**src/rtl/parking_gate_ctrl_if.sv**
```systemverilog
// Request/status bundle between the parking gate controller and its loops, beam and barrier.
interface parking_gate_ctrl_if #(
  parameter int CNT_W = 3
);
  logic             i_reqIn;
  logic             i_reqOut;
  logic             i_passSensor;
  logic             o_gateOpen;
  logic             o_dirIn;
  logic             o_carIn;
  logic             o_carOut;
  logic [CNT_W-1:0] o_occupancy;
  logic             o_full;
  logic             o_empty;
  logic             o_busy;

  modport master (
    output i_reqIn, i_reqOut, i_passSensor,
    input  o_gateOpen, o_dirIn, o_carIn, o_carOut, o_occupancy, o_full, o_empty, o_busy
  );

  modport slave (
    input  i_reqIn, i_reqOut, i_passSensor,
    output o_gateOpen, o_dirIn, o_carIn, o_carOut, o_occupancy, o_full, o_empty, o_busy
  );
endinterface

```
**src/rtl/parking_gate_ctrl.sv**
```systemverilog
// Single-lane barrier controller: round-robin entry/exit grant, open/pass/hold sequencing,
// saturating occupancy. Define TAILGATE_ALARM_EN to add the sticky o_alarm output.
module parking_gate_ctrl #(
  parameter int CAPACITY       = 7,
  parameter int CNT_W          = 3,
  parameter int OPEN_CYCLES    = 20,
  parameter int TIMEOUT_CYCLES = 200,
  parameter int TMR_W          = 8
) (
  input  logic              clk,
  input  logic              reset,
  parking_gate_ctrl_if.slave bus
`ifdef TAILGATE_ALARM_EN
  ,
  output logic              o_alarm
`endif
);

  typedef enum logic [1:0] {IDLE, OPEN, PASS, HOLD} state_t;

  state_t           r_state, w_state_nxt;
  logic [TMR_W-1:0] r_tmr, w_tmr_nxt;
  logic [CNT_W-1:0] r_occ, w_occ_nxt;
  logic             r_lastIn, w_lastIn_nxt;
  logic             r_gateOpen, w_gateOpen_nxt;
  logic             r_dirIn, w_dirIn_nxt;
  logic             r_carIn, w_carIn_nxt;
  logic             r_carOut, w_carOut_nxt;

  logic w_full, w_empty, w_eligIn, w_eligOut, w_grantIn;

  assign w_full    = (r_occ == CNT_W'(CAPACITY));
  assign w_empty   = (r_occ == '0);
  assign w_eligIn  = bus.i_reqIn & ~w_full;
  assign w_eligOut = bus.i_reqOut & ~w_empty;

  always_ff @(posedge clk or posedge reset) begin
    if (reset) begin
      r_state    <= IDLE;
      r_tmr      <= '0;
      r_occ      <= '0;
      r_lastIn   <= 1'b0;
      r_gateOpen <= 1'b0;
      r_dirIn    <= 1'b0;
      r_carIn    <= 1'b0;
      r_carOut   <= 1'b0;
    end else begin
      r_state    <= w_state_nxt;
      r_tmr      <= w_tmr_nxt;
      r_occ      <= w_occ_nxt;
      r_lastIn   <= w_lastIn_nxt;
      r_gateOpen <= w_gateOpen_nxt;
      r_dirIn    <= w_dirIn_nxt;
      r_carIn    <= w_carIn_nxt;
      r_carOut   <= w_carOut_nxt;
    end
  end

  always_comb begin
    w_state_nxt    = r_state;
    w_tmr_nxt      = r_tmr;
    w_occ_nxt      = r_occ;
    w_lastIn_nxt   = r_lastIn;
    w_gateOpen_nxt = r_gateOpen;
    w_dirIn_nxt    = r_dirIn;
    w_carIn_nxt    = 1'b0;
    w_carOut_nxt   = 1'b0;
    w_grantIn      = 1'b0;
    case (r_state)
      IDLE: begin
        w_gateOpen_nxt = 1'b0;
        w_dirIn_nxt    = 1'b0;
        // On a tie, serve the direction that was not granted last.
        w_grantIn = w_eligIn & (~w_eligOut | ~r_lastIn);
        if (w_eligIn | w_eligOut) begin
          w_state_nxt    = OPEN;
          w_gateOpen_nxt = 1'b1;
          w_dirIn_nxt    = w_grantIn;
          w_lastIn_nxt   = w_grantIn;
          w_tmr_nxt      = '0;
        end
      end
      OPEN: begin
        if (bus.i_passSensor) begin
          w_state_nxt = PASS;
        end else if (r_tmr == TMR_W'(TIMEOUT_CYCLES - 1)) begin
          w_state_nxt    = IDLE;
          w_gateOpen_nxt = 1'b0;
          w_dirIn_nxt    = 1'b0;
        end else begin
          w_tmr_nxt = r_tmr + TMR_W'(1);
        end
      end
      PASS: begin
        if (!bus.i_passSensor) begin
          w_state_nxt = HOLD;
          w_tmr_nxt   = '0;
          if (r_dirIn) begin
            w_carIn_nxt = 1'b1;
            w_occ_nxt   = w_full ? r_occ : r_occ + CNT_W'(1);
          end else begin
            w_carOut_nxt = 1'b1;
            w_occ_nxt    = w_empty ? r_occ : r_occ - CNT_W'(1);
          end
        end
      end
      HOLD: begin
        // A tailgater in the beam restarts the hold window without counting.
        if (bus.i_passSensor) begin
          w_tmr_nxt = '0;
        end else if (r_tmr == TMR_W'(OPEN_CYCLES - 1)) begin
          w_state_nxt    = IDLE;
          w_gateOpen_nxt = 1'b0;
          w_dirIn_nxt    = 1'b0;
        end else begin
          w_tmr_nxt = r_tmr + TMR_W'(1);
        end
      end
      default: begin
        w_state_nxt    = IDLE;
        w_gateOpen_nxt = 1'b0;
        w_dirIn_nxt    = 1'b0;
      end
    endcase
  end

  assign bus.o_gateOpen  = r_gateOpen;
  assign bus.o_dirIn     = r_dirIn;
  assign bus.o_carIn     = r_carIn;
  assign bus.o_carOut    = r_carOut;
  assign bus.o_occupancy = r_occ;
  assign bus.o_full      = w_full;
  assign bus.o_empty     = w_empty;
  assign bus.o_busy      = (r_state != IDLE);

`ifdef TAILGATE_ALARM_EN
  logic r_pass_q, r_alarm;

  always_ff @(posedge clk or posedge reset) begin
    if (reset) begin
      r_pass_q <= 1'b0;
      r_alarm  <= 1'b0;
    end else begin
      r_pass_q <= bus.i_passSensor;
      if (bus.i_passSensor && !r_pass_q &&
          ((r_state == HOLD) || ((r_state == IDLE) && !r_gateOpen)))
        r_alarm <= 1'b1;
    end
  end

  assign o_alarm = r_alarm;
`endif

endmodule

```
**src/flat_wrapper.sv**
```systemverilog
// flat-port wrapper written by rule: the top's interface ports become plain ports
module parking_gate_ctrl_flat 
#(
  parameter int CAPACITY       = 7,
  parameter int CNT_W          = 3,
  parameter int OPEN_CYCLES    = 20,
  parameter int TIMEOUT_CYCLES = 200,
  parameter int TMR_W          = 8
)
  (clk, reset, bus_i_reqIn, bus_i_reqOut, bus_i_passSensor, bus_o_gateOpen, bus_o_dirIn, bus_o_carIn, bus_o_carOut, bus_o_occupancy, bus_o_full, bus_o_empty, bus_o_busy);
  parking_gate_ctrl_if #(.CNT_W(CNT_W)) bus_i ();
  input  logic clk;
  input  logic reset;
  input wire logic [$bits(bus_i.i_reqIn)-1:0] bus_i_reqIn;
  input wire logic [$bits(bus_i.i_reqOut)-1:0] bus_i_reqOut;
  input wire logic [$bits(bus_i.i_passSensor)-1:0] bus_i_passSensor;
  output wire logic [$bits(bus_i.o_gateOpen)-1:0] bus_o_gateOpen;
  output wire logic [$bits(bus_i.o_dirIn)-1:0] bus_o_dirIn;
  output wire logic [$bits(bus_i.o_carIn)-1:0] bus_o_carIn;
  output wire logic [$bits(bus_i.o_carOut)-1:0] bus_o_carOut;
  output wire logic [$bits(bus_i.o_occupancy)-1:0] bus_o_occupancy;
  output wire logic [$bits(bus_i.o_full)-1:0] bus_o_full;
  output wire logic [$bits(bus_i.o_empty)-1:0] bus_o_empty;
  output wire logic [$bits(bus_i.o_busy)-1:0] bus_o_busy;
  assign bus_i.i_reqIn = bus_i_reqIn;
  assign bus_i.i_reqOut = bus_i_reqOut;
  assign bus_i.i_passSensor = bus_i_passSensor;
  assign bus_o_gateOpen = bus_i.o_gateOpen;
  assign bus_o_dirIn = bus_i.o_dirIn;
  assign bus_o_carIn = bus_i.o_carIn;
  assign bus_o_carOut = bus_i.o_carOut;
  assign bus_o_occupancy = bus_i.o_occupancy;
  assign bus_o_full = bus_i.o_full;
  assign bus_o_empty = bus_i.o_empty;
  assign bus_o_busy = bus_i.o_busy;
  parking_gate_ctrl #(.CAPACITY(CAPACITY), .CNT_W(CNT_W), .OPEN_CYCLES(OPEN_CYCLES), .TIMEOUT_CYCLES(TIMEOUT_CYCLES), .TMR_W(TMR_W)) u_core (.clk(clk), .reset(reset), .bus(bus_i));
endmodule
```
**config.mk**
```make
export PLATFORM = sky130hd
export DESIGN_NAME = parking_gate_ctrl_flat
export DESIGN_NICKNAME = d
export VERILOG_FILES = /design/src/rtl/parking_gate_ctrl_if.sv /design/src/rtl/parking_gate_ctrl.sv /design/src/flat_wrapper.sv
export SDC_FILE = /design/constraint.sdc
export NUM_CORES = 1
export LEC_CHECK = 0
export ABC_AREA = 1
export CAP_MARGIN = 20
export CORE_MARGIN = 2
export CORE_UTILIZATION = 40
export DETAILED_ROUTE_END_ITERATION = 7
export SLEW_MARGIN = 20
export SYNTH_ARGS = -nofsm -noshare
export SYNTH_HDL_FRONTEND = slang
export SYNTH_SLANG_ARGS = --single-unit
```
**constraint.sdc**
```tcl
create_clock -name clk -period 1.4 [get_ports clk]
set_input_delay 0.28 -clock clk [delete_from_list [all_inputs] [get_ports clk]]
set_output_delay 0.28 -clock clk [all_outputs]
set_load 0.02 [all_outputs]
```
After elaboration in Yosys (flattened, before gate mapping)
Cells that the tools add are included.
{ "op_classes": {"eq_ne": 17, "n_reduce_logical": 9, "n_mux": 31, "n_bitwise": 10, "add_sub_neg": 3} }
{ "ops": {"columns": ["op", "count"], "rows": [
  ["2-to-1 mux 8 bit", 6],
  ["case mux 8 bit (4 select lines)", 1],
  ["AND reduction 5 bit", 3],
  ["2-to-1 mux 1 bit", 12],
  ["2-to-1 mux 2 bit", 6],
  ["inequality test 2 bit (second input constant)", 5],
  ["2-to-1 mux 3 bit", 3],
  ["adder 8 x 1 -> 8 bit (second input constant)", 1],
  ["equality test 8 x 5 -> 1 bit (second input constant)", 1],
  ["equality test 8 bit (second input constant)", 1],
  ["inequality test 2 x 1 -> 1 bit (second input constant)", 4],
  ["case mux 2 bit (4 select lines)", 1],
  ["case mux 1 bit (3 select lines)", 2],
  ["NOT 1 bit", 5],
  ["equality test 2 bit (second input constant)", 2],
  ["AND reduction 4 bit", 1],
  ["adder 3 x 1 -> 3 bit (second input constant)", 1],
  ["bitwise AND 1 bit", 3],
  ["equality test 3 bit (second input constant)", 1],
  ["zero test 3 bit", 1],
  ["inequality test 3 x 2 -> 1 bit (second input constant)", 1],
  ["inequality test 3 bit (second input constant)", 1],
  ["nonzero test 3 bit", 1],
  ["subtractor 3 x 1 -> 3 bit (second input constant)", 1],
  ["5 further kinds", 6]
]} }
{ "totals": {"regBits": 18, "out_inout_bits": 10, "word_cells": 78, "in_bits": 5} }

Depth between registers and ports, before layout
Gate-level depths: netlist of run 1.
{ "depth": {"ltp_word": 8, "ltp_mapped": 10, "depth_no_buf": 9} }

Least setup slack after synthesis of run 1
Ideal clock, no wire load.
{ "synth_timing": {"path_kind": "register to register", "startpoint": "register u_core.r_dirIn, in the netlist u_core.bus.o_dirIn", "endpoint": "register u_core.r_occ[2], in the netlist u_core.bus.o_occupancy[2]", "path_buffers": 0, "period_less_slack_ns": 1.580, "setup_ns": 0.079, "required_time_ns": 1.321, "arrival_ns": 1.501, "path_stages_with_launch": 6, "slack_ns": -0.180, "cell_sequence": "dfrtp_1 inv_1 fa_1 or2_2 nand3_1 xor2_1"} }
{ "synth_via": {"elab_chain_cells": 2, "elab_cells_between_ends": 4, "classes_between": "eq/ne: 2; mux: 1; reduce/logical: 1"} }
{ "synth_rtl": {"columns": ["item", "line", "text"], "rows": [
  ["from (decl)", "parking_gate_ctrl.sv:26", "logic r_dirIn, w_dirIn_nxt;"],
  ["from (signal assigned)", "parking_gate_ctrl.sv:53", "r_dirIn <= w_dirIn_nxt;"],
  ["inequality test 2 bit (no source line) / inequality test 2 x 1 -> 1 bit (equally long branches)", null, null],
  ["AND reduction 4 bit (no source line)", null, null],
  ["to (signal assigned)", "parking_gate_ctrl.sv:50", "r_occ <= w_occ_nxt;"],
  ["to (decl)", "parking_gate_ctrl.sv:23", "logic [CNT_W-1:0] r_occ, w_occ_nxt;"]
]} }
Parallel ways exist; a longest one is shown, timed or not.
A chain may end at the register's enable or synchronous reset.

Final worst setup path of run 1
{ "layout_timing": {"startpoint": "register u_core.r_occ[0], in the netlist u_core.bus.o_occupancy[0]", "endpoint": "register u_core.r_occ[2], in the netlist u_core.bus.o_occupancy[2]"} }
{ "layout_via": {"elab_chain_cells": 3, "elab_cells_between_ends": 10, "classes_between": "add/sub: 2; eq/ne: 3; mux: 3; reduce/logical: 2"} }
{ "layout_rtl": {"columns": ["item", "line", "text"], "rows": [
  ["subtractor 3 x 1 -> 3 bit (tied with other cells)", "parking_gate_ctrl.sv:103", "w_occ_nxt = w_empty ? r_occ : r_occ - CNT_W'(1);"],
  ["2-to-1 mux 3 bit (tied with other cells)", "parking_gate_ctrl.sv:103", null],
  ["2-to-1 mux 3 bit / AND reduction 4 bit (equally long branches)", null, null]
]} }
Parallel ways exist; a longest one is shown, timed or not. The select of a mux whose other input is x is not followed.

==> flow_summary_export.csv, run 1 <==
group,metric,value,unit
route,ant_nets,0,
die,initial_utilization,41.7,%
layout,final_util,59.5,%
die,core-area,2730,um2
synthesis,synth_edf_count,0,
clock_tree,clk_pin_slew,0.11,ns
synthesis,yosysMostFrequentCell,"nand2_1",
placed_design,dpl_worst_slack,-0.107,ns
power,pwr_density_cell,1880,nW/um2
setup_path,cp-end-kind,"flop",
setup_path,worstReg2RegStart,"u_core.bus.o_occupancy[0]$_DFFE_PP0P_",
layout,area_growth,42.5,%
setup_path,critPathLaunchType,"flop",
grt,grt_pass1_vias,1037,
timing,postLayoutSetupSlackWorst,-0.0373,ns
flow_run,maxCapViolations,0,
route,via_count,1163,
clock_tree,cts-root-buf,"clkbuf_4",
placed_design,hpwl,2060,um
grt,grt_usage,17.6,%
synthesis,postSynthNetCount,166,
timing,fmax,696,MHz
clock_tree,cts_buffers,3,
die,die_h,57.4,um
synthesis,synthTopCellsByArea,"dfrtp_1 (39%), nand2_1 (16%), nand3_1 (7.9%), inv_1 (6.6%), nor2_1 (3.9%)",
setup_path,ff2ff_path_depth,5,
layout,n_antenna_cell,0,
timing,post-route-min-period,1.44,ns
clock_tree,cts_hold_buf,0,
synthesis,postSynthCellCount,159,
route,wl_per_cell,12.0,um
grt,grt_start_max_net_pins,19,
placed_design,placed_area,1470,um2
setup_path,critical_path_required,1.64,ns
clock_tree,clockBufferDepth,2,
hold_path,hold_path.class,"in2async",
status,status,"finished with violations",
timing,rsz0062_at_grt,"true",
clock_tree,numClockSinks,18,
setup_path,cp.arrival,1.68,ns
setup_path,worstSetupStartpoint,"u_core.bus.o_occupancy[0]$_DFFE_PP0P_",
route,vias_per_cell,4.99,
timing,maxSlewHeadroom,84.0,%
timing,setup_violations,11,
clock_tree,clock_latency,0.31,ns
placed_design,gp_congestion,0.901,
die,fp.dieW,57.4,um
synthesis,synth_largest_area_cell,"dfrtp_1",
power,p_leak,0.000834,uW
timing,hold_violations,0,
grt,antenna_found_initial,0,
route,drt-pass1-iter-count,4,
power,peakVddDrop,1600,uV
route,wl,2800,um
setup_path,regToRegEndpoint,"u_core.bus.o_occupancy[2]$_DFFE_PP0P_",
placed_design,dpl.cell_count,223,
die,die-area,3300,um2
layout,finalInstanceArea,1630,um2
timing,worst_pin_slew,0.241,ns
die,ios,15,
synthesis,ys.flop_type,"dfrtp_1",
grt,overflow,0,
timing,finalMaxSlewViolations,0,
synthesis,synth_top_cells_by_count,"nand2_1 (49), inv_1 (20), dfrtp_1 (18), nand3_1 (18), nor2_1 (12)",
route,initialDrtViolationCount,15,
synthesis,synth_top_area_share,39.5,%
die,row_count,19,
route,drc,0,
clock_tree,cts_tree,"yes",
placed_design,port_buffers,14,
status,violations,"negative setup slack",
setup_path,critical_path_class,"reg2reg",
timing,post-route-period-util,103,%
synthesis,seq_area_frac_synth,39.5,%
grt,grt_pass1_wl,4520,um
setup_path,path_max_fanout,3,
synthesis,syn_avg_cell_area,7.18,um2
synthesis,yosys_warnings,0,
clock_tree,htree_levels,1,
timing,skew,0.00731,ns
setup_path,reg2reg_slack,-0.04,ns
layout,nNetsFinal,210,
synthesis,ys_ff_latch,18,
synthesis,syn-cell-area,1140,um2
layout,drive_gt1_share,36.1,%
synthesis,yosysUniqueCellTypes,27,
synthesis,synthArstFlopShare,100,%
layout,instances_no_fill,233,
[worst max path at each step]
stage                                                  to  slack (ns)  cells after the start
floorplan           u_core.bus.o_occupancy[2]$_DFFE_PP0P_        0.01                      5
global placement              u_core.r_tmr[3]$_DFFE_PP0P_       -0.10                      7
global route                  u_core.r_tmr[0]$_DFFE_PP0P_       -0.16                      9
CTS                           u_core.r_tmr[0]$_DFFE_PP0P_       -0.03                      9
finish              u_core.bus.o_occupancy[2]$_DFFE_PP0P_       -0.04                      5
detailed placement                            bus_o_empty       -0.11                      4
[per-layer routing]
metal	vias up	wire (um)	track usage, %
met3	7	106	2.27
met4	0	55	8.97
met2	21	1330	26.0
li1	596	-	-
met5	-	0	0
met1	539	1310	25.2
[cell families after synthesis]
logic type | synth area share (%)
and+or+nand+nor | 39.4
buffers and inverters | 9.76
adders and majority gates | 2.85
DFF | 39.5
xor gates and xnor gates | 2.30
AOI/OAI and AO/OA | 6.25
[metrics by stage]
| step | hold slack, ns | TNS (ns) | total power (uW) |
|---|---|---|---|
| 4_1_cts | 0.289 | -0.225 | 2790 |
| 6_report | 0.277 | -0.288 | 3060 |
| 3_5_place_dp | 0.458 | -1.04 | 2520 |
| 3_3_place_gp | 0.457 | -0.961 | 2490 |
| 2_1_floorplan | 0.218 | 0 | 1800 |
| 5_1_grt | 0.311 | -1.48 | 3290 |
[sequential cells by signal, indices dropped and copies added, names as in the netlist, named ones only]
name,count
u_core.bus.o_carOut,1
u_core.r_tmr,8
u_core.bus.o_occupancy,3
u_core.bus.o_gateOpen,1
u_core.bus.o_dirIn,1
u_core.bus.o_carIn,1
u_core.r_state,1
u_core.r_lastIn,1
[cell type report]
| class | instances | area, um2 |
|---|---|---|
| Fill cell | 256 | 1110 |
| Multi-Input combinational cell | 115 | 663 |
| Sequential cell | 18 | 454 |
| Timing Repair Buffer | 40 | 347 |
| Inverter | 25 | 97.6 |
| Tap cell | 31 | 38.8 |
| Clock buffer | 4 | 26.3 |
[where the power goes]
part	switching (uW)	internal [uW]	leakage, uW
combinational	1060	866	0.000589
clock	178	111	0.0000150
sequential	154	684	0.000230
total	1390	1660	0.000834
[cell usage in the layout, fill, tap and decap left out, types with 2 or more instances in the layout]
master | netlist | layout
buf_2 | 1 | 2
buf_4 | 0 | 20
buf_6 | 1 | 9
clkbuf_4 | 0 | 3
clkdlybuf4s50_1 | 0 | 4
dfrtp_1 | 18 | 15
dfrtp_2 | 0 | 3
dlygate4sd2_1 | 0 | 4
inv_1 | 20 | 14
inv_2 | 4 | 9
nand2_1 | 49 | 43
nand2_2 | 2 | 7
nand2_4 | 1 | 3
nand3_1 | 18 | 15
nand3_2 | 1 | 2
nand3_4 | 0 | 2
nand4_1 | 6 | 6
nor2_1 | 12 | 11
nor2_2 | 2 | 3
nor3_1 | 4 | 3
o21ai_0 | 7 | 6
o21ai_2 | 1 | 2
xor2_1 | 2 | 2
[repair_timing]
action                                  CTS  global route
buffers inserted                          3             3
pin swaps                                 2             9
gates resized for setup                  29            34
cloned                                    0             1
endpoints found under the setup margin   20            18
[worst max-delay path, cell delays in order, from the launching register on]
cell	delay (ns)
dfrtp_2	0.47
buf_6	0.14
fa_2	0.33
or2_4	0.23
nand3_2	0.07
xor2_1	0.12
No activity file was read; power rests on OpenSTA's default activity.
==> run 2, diff against run 1 <==
SETUP_SLACK_MARGIN = 0.02   (was unset)
==> run 2 against run 1 <==
The run still ends with negative setup slack left. Core utilization grew 0.091 points. Die area did not move. Clock power hardly changed. Fmax fell by 0.51%. Worst setup slack worse by 0.0073 ns. Register-to-register slack about the same. Sequential power is essentially flat. Critical endpoint is now u_core.r_tmr[0]$_DFFE_PP0P_. Highest routed layer unchanged.
==> flow_summary_export.csv, run 2 (synthesis results as in run 1) <==
group,metric,value,unit
status,status,"finished with violations",
status,violations,"negative setup slack",
layout,nNetsFinal,209,
route,ant_nets,0,
setup_path,regToRegEndpoint,"u_core.r_tmr[0]$_DFFE_PP0P_",
setup_path,slowest_stage,"dfrtp_1",
setup_path,worst_path_largest_cell_delay,0.37,ns
setup_path,critPathLaunchType,"flop",
layout,layout_common_cells,"nand2_1 (43), buf_4 (19), nand3_1 (15), dfrtp_1 (15), inv_1 (14)",
clock_tree,cts_hold_buf,0,
die,row_count,19,
route,initialDrtViolationCount,24,
layout,area_growth,42.8,%
power,pwr-share-comb,63.2,%
layout,largest_register,"u_core.r_tmr",
power,pwr_density_cell,1880,nW/um2
setup_path,reg2reg_slack,-0.04,ns
grt,grt_pass1_vias,1035,
timing,finalMaxSlewViolations,0,
clock_tree,htree_levels,1,
timing,maxSlewHeadroom,83.8,%
timing,post-route-min-period,1.44,ns
route,vias_per_cell,4.99,
die,initial_utilization,41.7,%
power,power.internal,1660,uW
timing,skew,0.00962,ns
setup_path,ff2ff_path_depth,9,
die,die-area,3300,um2
clock_tree,clock_latency,0.31,ns
timing,rsz0062_at_grt,"true",
power,power.switching,1400,uW
grt,grt_pass1_wl,4510,um
route,wl_per_cell,12.0,um
power,p_leak,0.000835,uW
timing,worst_pin_slew,0.241,ns
layout,fill_cells,256,
clock_tree,cts_buffers,3,
timing,hold_violations,0,
placed_design,hpwl,2060,um
clock_tree,cts_tree,"yes",
clock_tree,numClockSinks,18,
setup_path,path_max_fanout,9,
setup_path,worstReg2RegStart,"u_core.r_tmr[1]$_DFFE_PP0P_",
grt,overflow,0,
setup_path,cp.arrival,1.69,ns
route,wl,2780,um
timing,setup_violations,12,
die,fp.dieW,57.4,um
grt,grt_start_max_net_pins,19,
layout,n_antenna_cell,0,
layout,final-seq-area,454,um2
setup_path,crit_chain,"ha_2, nand2_2, nor3_2, nand2_2, o21ai_2, inv_4, nand2_8, nand2_1, nand2_1",
clock_tree,clockBufferDepth,2,
power,clkPwrFrac,9.5,%
flow_run,maxCapViolations,0,
clock_tree,clk_pin_slew,0.11,ns
die,ios,15,
setup_path,critical_path_class,"reg2reg",
setup_path,critical_path_required,1.65,ns
layout,drive_gt1_share,35.8,%
clock_tree,cts-root-buf,"clkbuf_4",
timing,post-route-period-util,103,%
power,power.share.switching,45.9,%
power,p_total,3060,uW
route,drt-pass1-iter-count,4,
layout,multi_input_area,673,um2
die,die_h,57.4,um
route,drc,0,
route,via_count,1158,
timing,fmax,692,MHz
power,seq_power_share,27.4,%
power,peakVddDrop,1590,uV
layout,final_common_cell,"nand2_1",
grt,antenna_found_initial,0,
placed_design,gp_congestion,0.901,
grt,grt_usage,17.5,%
layout,largest_register_ff_count,8,
placed_design,port_buffers,14,
setup_path,path_delay_family,"simple AND/OR/NAND/NOR gates",
timing,fin_setup_tns,-0.393,ns
setup_path,cp-end-kind,"flop",
hold_path,hold_path.class,"in2async",
timing,postLayoutSetupSlackWorst,-0.0446,ns
setup_path,path_buf_inv,1,
die,core-area,2730,um2
-- run 2: cell type report --
class	count	area share, %
Clock buffer	4	1.61
Inverter	25	5.99
Multi-Input combinational cell	115	41.3
Sequential cell	18	27.9
Tap cell	31	2.38
Timing Repair Buffer	39	20.8
-- run 2: power groups by stage --
stage	Sequential (uW)	Clock (uW)	Combinational, uW
detailed placement	817	0	1700
floorplan	942	0	859
CTS	802	296	1690
finish	837	290	1930
global placement	810	0	1680
global route	862	316	2110
-- run 2: how the worst max path moves through the flow --
stage	cells after the start	endpoint	startpoint	slack (ns)
2_1_floorplan	5	u_core.bus.o_occupancy[2]$_DFFE_PP0P_	u_core.bus.o_dirIn$_DFFE_PP0P_	0.01
3_3_place_gp	7	u_core.r_tmr[3]$_DFFE_PP0P_	bus_i_passSensor	-0.10
3_5_place_dp	4	bus_o_empty	u_core.bus.o_occupancy[2]$_DFFE_PP0P_	-0.11
4_1_cts	9	u_core.r_tmr[0]$_DFFE_PP0P_	u_core.r_tmr[0]$_DFFE_PP0P_	-0.03
5_1_grt	9	u_core.r_tmr[0]$_DFFE_PP0P_	u_core.r_tmr[1]$_DFFE_PP0P_	-0.18
6_report	9	u_core.r_tmr[0]$_DFFE_PP0P_	u_core.r_tmr[1]$_DFFE_PP0P_	-0.04
-- run 2: tightest hold or removal path: cells and delay by family --
kind / cells / cell delay [ns]
buffers and inverters: 3 / 0.70
-- run 2: through the flow --
step | utilization [%] | hold slack, ns | setup WS, ns | instance area (um2) | cells
after floorplan | - | 0.218 | 0.0131 | 1150 | 159
after global placement | 53.9 | 0.457 | -0.100 | 1470 | 223
after detailed placement | 53.9 | 0.458 | -0.107 | 1470 | 223
after CTS | 54.9 | 0.289 | -0.0277 | 1500 | 229
after global routing | 59.6 | 0.311 | -0.176 | 1630 | 232
final | 59.6 | 0.275 | -0.0446 | 1630 | 232
-- run 2: metal layers --
layer | vias to the layer above | share of wire, % | GRT usage [%]
li1 | 594 | - | -
met1 | 532 | 45 | 25.2
met2 | 25 | 48 | 25.8
met5 | - | 0 | 0
met3 | 7 | 4.8 | 2.27
met4 | 0 | 2.0 | 8.97
-- run 2: timing repair --
action                     in CTS  in global routing
buffers inserted                3                  3
cloned                          0                  1
resized for setup              31                 35
pin swaps                       2                  9
setup endpoints to repair      20                 16
==> run 3, diff against run 2 <==
TNS_END_PERCENT = 1   (was unset)
==> run 3 against run 2 <==
The flow still finishes with violations (negative setup slack). Sequential cell count is the same. Critical path depth unchanged. Worst setup slack better by 0.022 ns. Via count fell by 2.2%. Sequential share of layout area up 1.7 points. Sequential power is 3.8% lower. Critical path type unchanged. Highest routed layer unchanged.
==> flow_summary_export.csv, run 3 (synthesis results as in run 1) <==
group,metric,value,unit
layout,layout_common_cells,"nand2_1 (46), buf_4 (22), inv_1 (17), nand3_1 (16), dfrtp_1 (16)",
grt,antenna_found_initial,0,
route,initialDrtViolationCount,43,
route,drt-met1-wl,1250,um
layout,n_antenna_cell,0,
setup_path,critical_path_class,"reg2reg",
clock_tree,htree_levels,1,
grt,grt_pass1_vias,1041,
setup_path,path_max_fanout,9,
clock_tree,cts_buffers,3,
timing,fmax,703,MHz
power,pwr_density_cell,1830,nW/um2
clock_tree,cts-root-buf,"clkbuf_4",
setup_path,cp.arrival,1.67,ns
die,row_count,19,
route,vias_per_cell,4.94,
layout,final_common_cell,"nand2_1",
layout,largest_register,"u_core.r_tmr",
clock_tree,clock_latency,0.30,ns
route,ant_nets,0,
clock_tree,numClockSinks,18,
clock_tree,clockBufferDepth,2,
die,initial_utilization,41.7,%
placed_design,gp_congestion,0.901,
placed_design,hpwl,2060,um
power,peakVddDrop,1410,uV
layout,drive_gt1_share,30.3,%
timing,holdWs,0.281,ns
route,drt-pass1-iter-count,4,
die,die-area,3300,um2
route,wl,2630,um
layout,area_growth,34.1,%
timing,worst_pin_slew,0.254,ns
timing,postLayoutSetupSlackWorst,-0.0222,ns
setup_path,critPathLaunchType,"flop",
power,p_leak,0.000800,uW
route,wl_per_cell,11.5,um
timing,finalMaxSlewViolations,0,
setup_path,worstSetupStartpoint,"u_core.r_tmr[1]$_DFFE_PP0P_",
timing,post-route-period-util,102,%
placed_design,placed_area,1470,um2
layout,instances_no_fill,229,
route,dr.max_layer_used,"met4",
hold_path,hold_path.class,"in2async",
route,drc,0,
clock_tree,clk_pin_slew,0.11,ns
grt,overflow,0,
layout,nNetsFinal,206,
timing,setup_violations,9,
die,die_h,57.4,um
timing,post-route-min-period,1.42,ns
timing,maxSlewHeadroom,83.1,%
clock_tree,cts_hold_buf,0,
flow_run,maxCapViolations,0,
layout,largest_register_ff_count,8,
route,wl_met3,128,um
route,via_count,1132,
grt,grt_start_max_net_pins,19,
timing,rsz0062_at_grt,"true",
timing,skew,0.00319,ns
clock_tree,cts_tree,"yes",
die,fp.dieW,57.4,um
die,ios,15,
setup_path,worstReg2RegStart,"u_core.r_tmr[1]$_DFFE_PP0P_",
grt,grt_pass1_wl,4510,um
layout,finalInstanceArea,1530,um2
placed_design,port_buffers,14,
setup_path,cp-end-kind,"flop",
placed_design,dpl.cell_count,223,
route,wl_met2,1170,um
status,status,"finished with violations",
grt,grt_usage,17.5,%
timing,hold_violations,0,
status,violations,"negative setup slack",
die,core-area,2730,um2
timing,fin_setup_tns,-0.142,ns
setup_path,critical_path_required,1.65,ns
==> run 3: cell types whose count changed in the layout (fill, tap and decap cells not counted), sizes merged <==
cell,delta
buf,-4
dlygate4sd2,+1
==> run 3: critical path: stages, from the launching register on <==
cell and delay, ns:
dfrtp_1 0.37, ha_2 0.22, nand2_2 0.06, nor3_2 0.10, nand2_1 0.12, o21ai_2 0.19
inv_4 0.09, nand2_8 0.09, nand2_1 0.05, nand2_1 0.06
==> run 3: stage by stage <==
step / utilization, % / worst slack [ns] / power (uW)
2_1_floorplan: - / 0.0131 / 1800
3_3_place_gp: 53.9 / -0.100 / 2490
3_5_place_dp: 53.9 / -0.107 / 2520
4_1_cts: 54.4 / -0.0315 / 2740
5_1_grt: 56.0 / -0.155 / 3040
6_report: 56.0 / -0.0222 / 2800
==> run 3: area by class of cell <==
class | count | area [um2]
Fill cell | 260 | 1200
Multi-Input combinational cell | 115 | 629
Sequential cell | 18 | 453
Timing Repair Buffer | 36 | 285
Inverter | 25 | 97.6
Tap cell | 31 | 38.8
Clock buffer | 4 | 26.3
==> run 3: power breakdown <==
part	internal, uW	switching, uW	total, uW
clock	111	175	286
sequential	681	124	805
combinational	727	979	1710
==> run 3: repair_timing <==
item / CTS / global route
setup buffers: 0 / 1
pin swaps: 0 / 6
gates cloned: 0 / 1
endpoints found under the setup margin: 20 / 17
gates resized for setup: 25 / 14
==> run 3: worst paths after layout <==
kind | endpoint | slack [ns] | cells past startpoint
max reg2reg | u_core.r_tmr[0]$_DFFE_PP0P_ | -0.02 | 9
max | u_core.r_tmr[0]$_DFFE_PP0P_ | -0.02 | 9
min | u_core.bus.o_occupancy[2]$_DFFE_PP0P_ | 0.28 | 3
min in group clk | u_core.bus.o_gateOpen$_DFFE_PP0P_ | 0.48 | 2
min reg2reg | u_core.bus.o_gateOpen$_DFFE_PP0P_ | 0.48 | 2
max in group asynchronous | u_core.bus.o_dirIn$_DFFE_PP0P_ | 0.90 | 3
==> run 3: metal layers <==
metal | track usage (%) | vias up
met5 | 0 | -
met3 | 2.27 | 7
met1 | 25.0 | 515
met4 | 8.97 | 0
met2 | 25.8 | 23
li1 | - | 587
==> edit: new RTL, settings of run 3 <==
Encoding of `state_t`: now one-hot (4 bits for 4 states).
--- a/src/rtl/parking_gate_ctrl.sv
+++ b/src/rtl/parking_gate_ctrl.sv
@@ -18,3 +18,3 @@
 
-  typedef enum logic [1:0] {IDLE, OPEN, PASS, HOLD} state_t;
+  typedef enum logic [3:0] {IDLE = 4'b0001, OPEN = 4'b0010, PASS = 4'b0100, HOLD = 4'b1000} state_t;
 
Behaviour: no difference found for any inputs over 10 cycles, from zero or initial values and one cycle with reset high; not proved beyond that.
==> edit against run 3 <==
- the flow still finishes with violations (negative setup slack)
- first-iteration DRC count up 23%
- setup slack worse by 0.071 ns
- synthesized cell count up 7.5%
- cell count up 16%
- sequential cell count up 2
- synthesized area up 16%
- final area up 26%
- routed wire length up 28%
- combinational power down 5%
- total power up 3.6%
- critical path type unchanged
==> edit: results <==
[status]
run_status = complete, but fails checks
violations = negative setup slack

[yosys]
synth_xor_area_share_pct = 3.30
ys_seq_area_share_pct = 37.8
yosys.area_share.adder_pct = 2.45
synthTopCellsByCount = nand2_1 (36), nand2_2 (21), nor2_1 (20)
syn_nets = 178

[detailed_routing]
vias = 1254
drt-wirelength-per-cell_um = 12.7
via_per_inst = 4.71

[power_and_ir_drop]
leakagePower_nw = 0.982
pwr-share-clk_pct = 17.3

[worst_setup_path]
cp_max_fo = 8
cp.arrival_ns = 1.75
cp-endpoint = u_core.r_tmr[4]$_DFFE_PP0P_

[sta]
fin_skew_ns = 0.0127
setup_violations = 13
final.setup.worst_slack_ns = -0.0929
fin_tns_setup_ns = -0.941
hold_slack_ns = 0.270

[placement]
post-place-ws_ns = -0.287
dp_cells = 256

[grt]
met1_usage_pct = 27.1
use_met3_pct = 2.10
grt_pass1_wl_mm = 5.28

[floorplan]
coreArea_um2 = 3100

[clock_tree]
path_clk_slew_ns = 0.14

[layout]
drive_gt1_share_pct = 46.4
## edit: area by class of cell
class,instances,area (um2),area share [%]
clock buffers,3,22.5,1.17
multi-input cells,130,877,45.5
flip-flops and latches,20,503,26.1
repair buffers,45,345,17.9
clock inverters,1,30.0,1.56
inverters,23,93.8,4.87
well taps,44,55.1,2.86
## edit: metal layers
metal	vias to the layer above	share of wire (%)
li1	638	-
met1	580	44
met2	28	50
met3	8	3.4
met4	0	2.6
met5	-	0
## edit: cells by family after synthesis
kind of cell,after synthesis
AND/OR/NAND/NOR,110
buffers and inverters,23
flip-flops,20
AO/OA/AOI/OAI,11
XOR/XNOR,5
adder cells (fa/ha/maj),2
## edit: repair_timing
item	in CTS	in global routing
endpoints found under the setup margin	24	20
cloned	0	2
resized for setup	34	32
setup buffers	0	4
pin swaps	1	14
## edit: worst min-delay path, stage by stage
cell and delay, ns:
clkdlybuf4s50_1 0.40, inv_1 0.05, buf_4 0.27
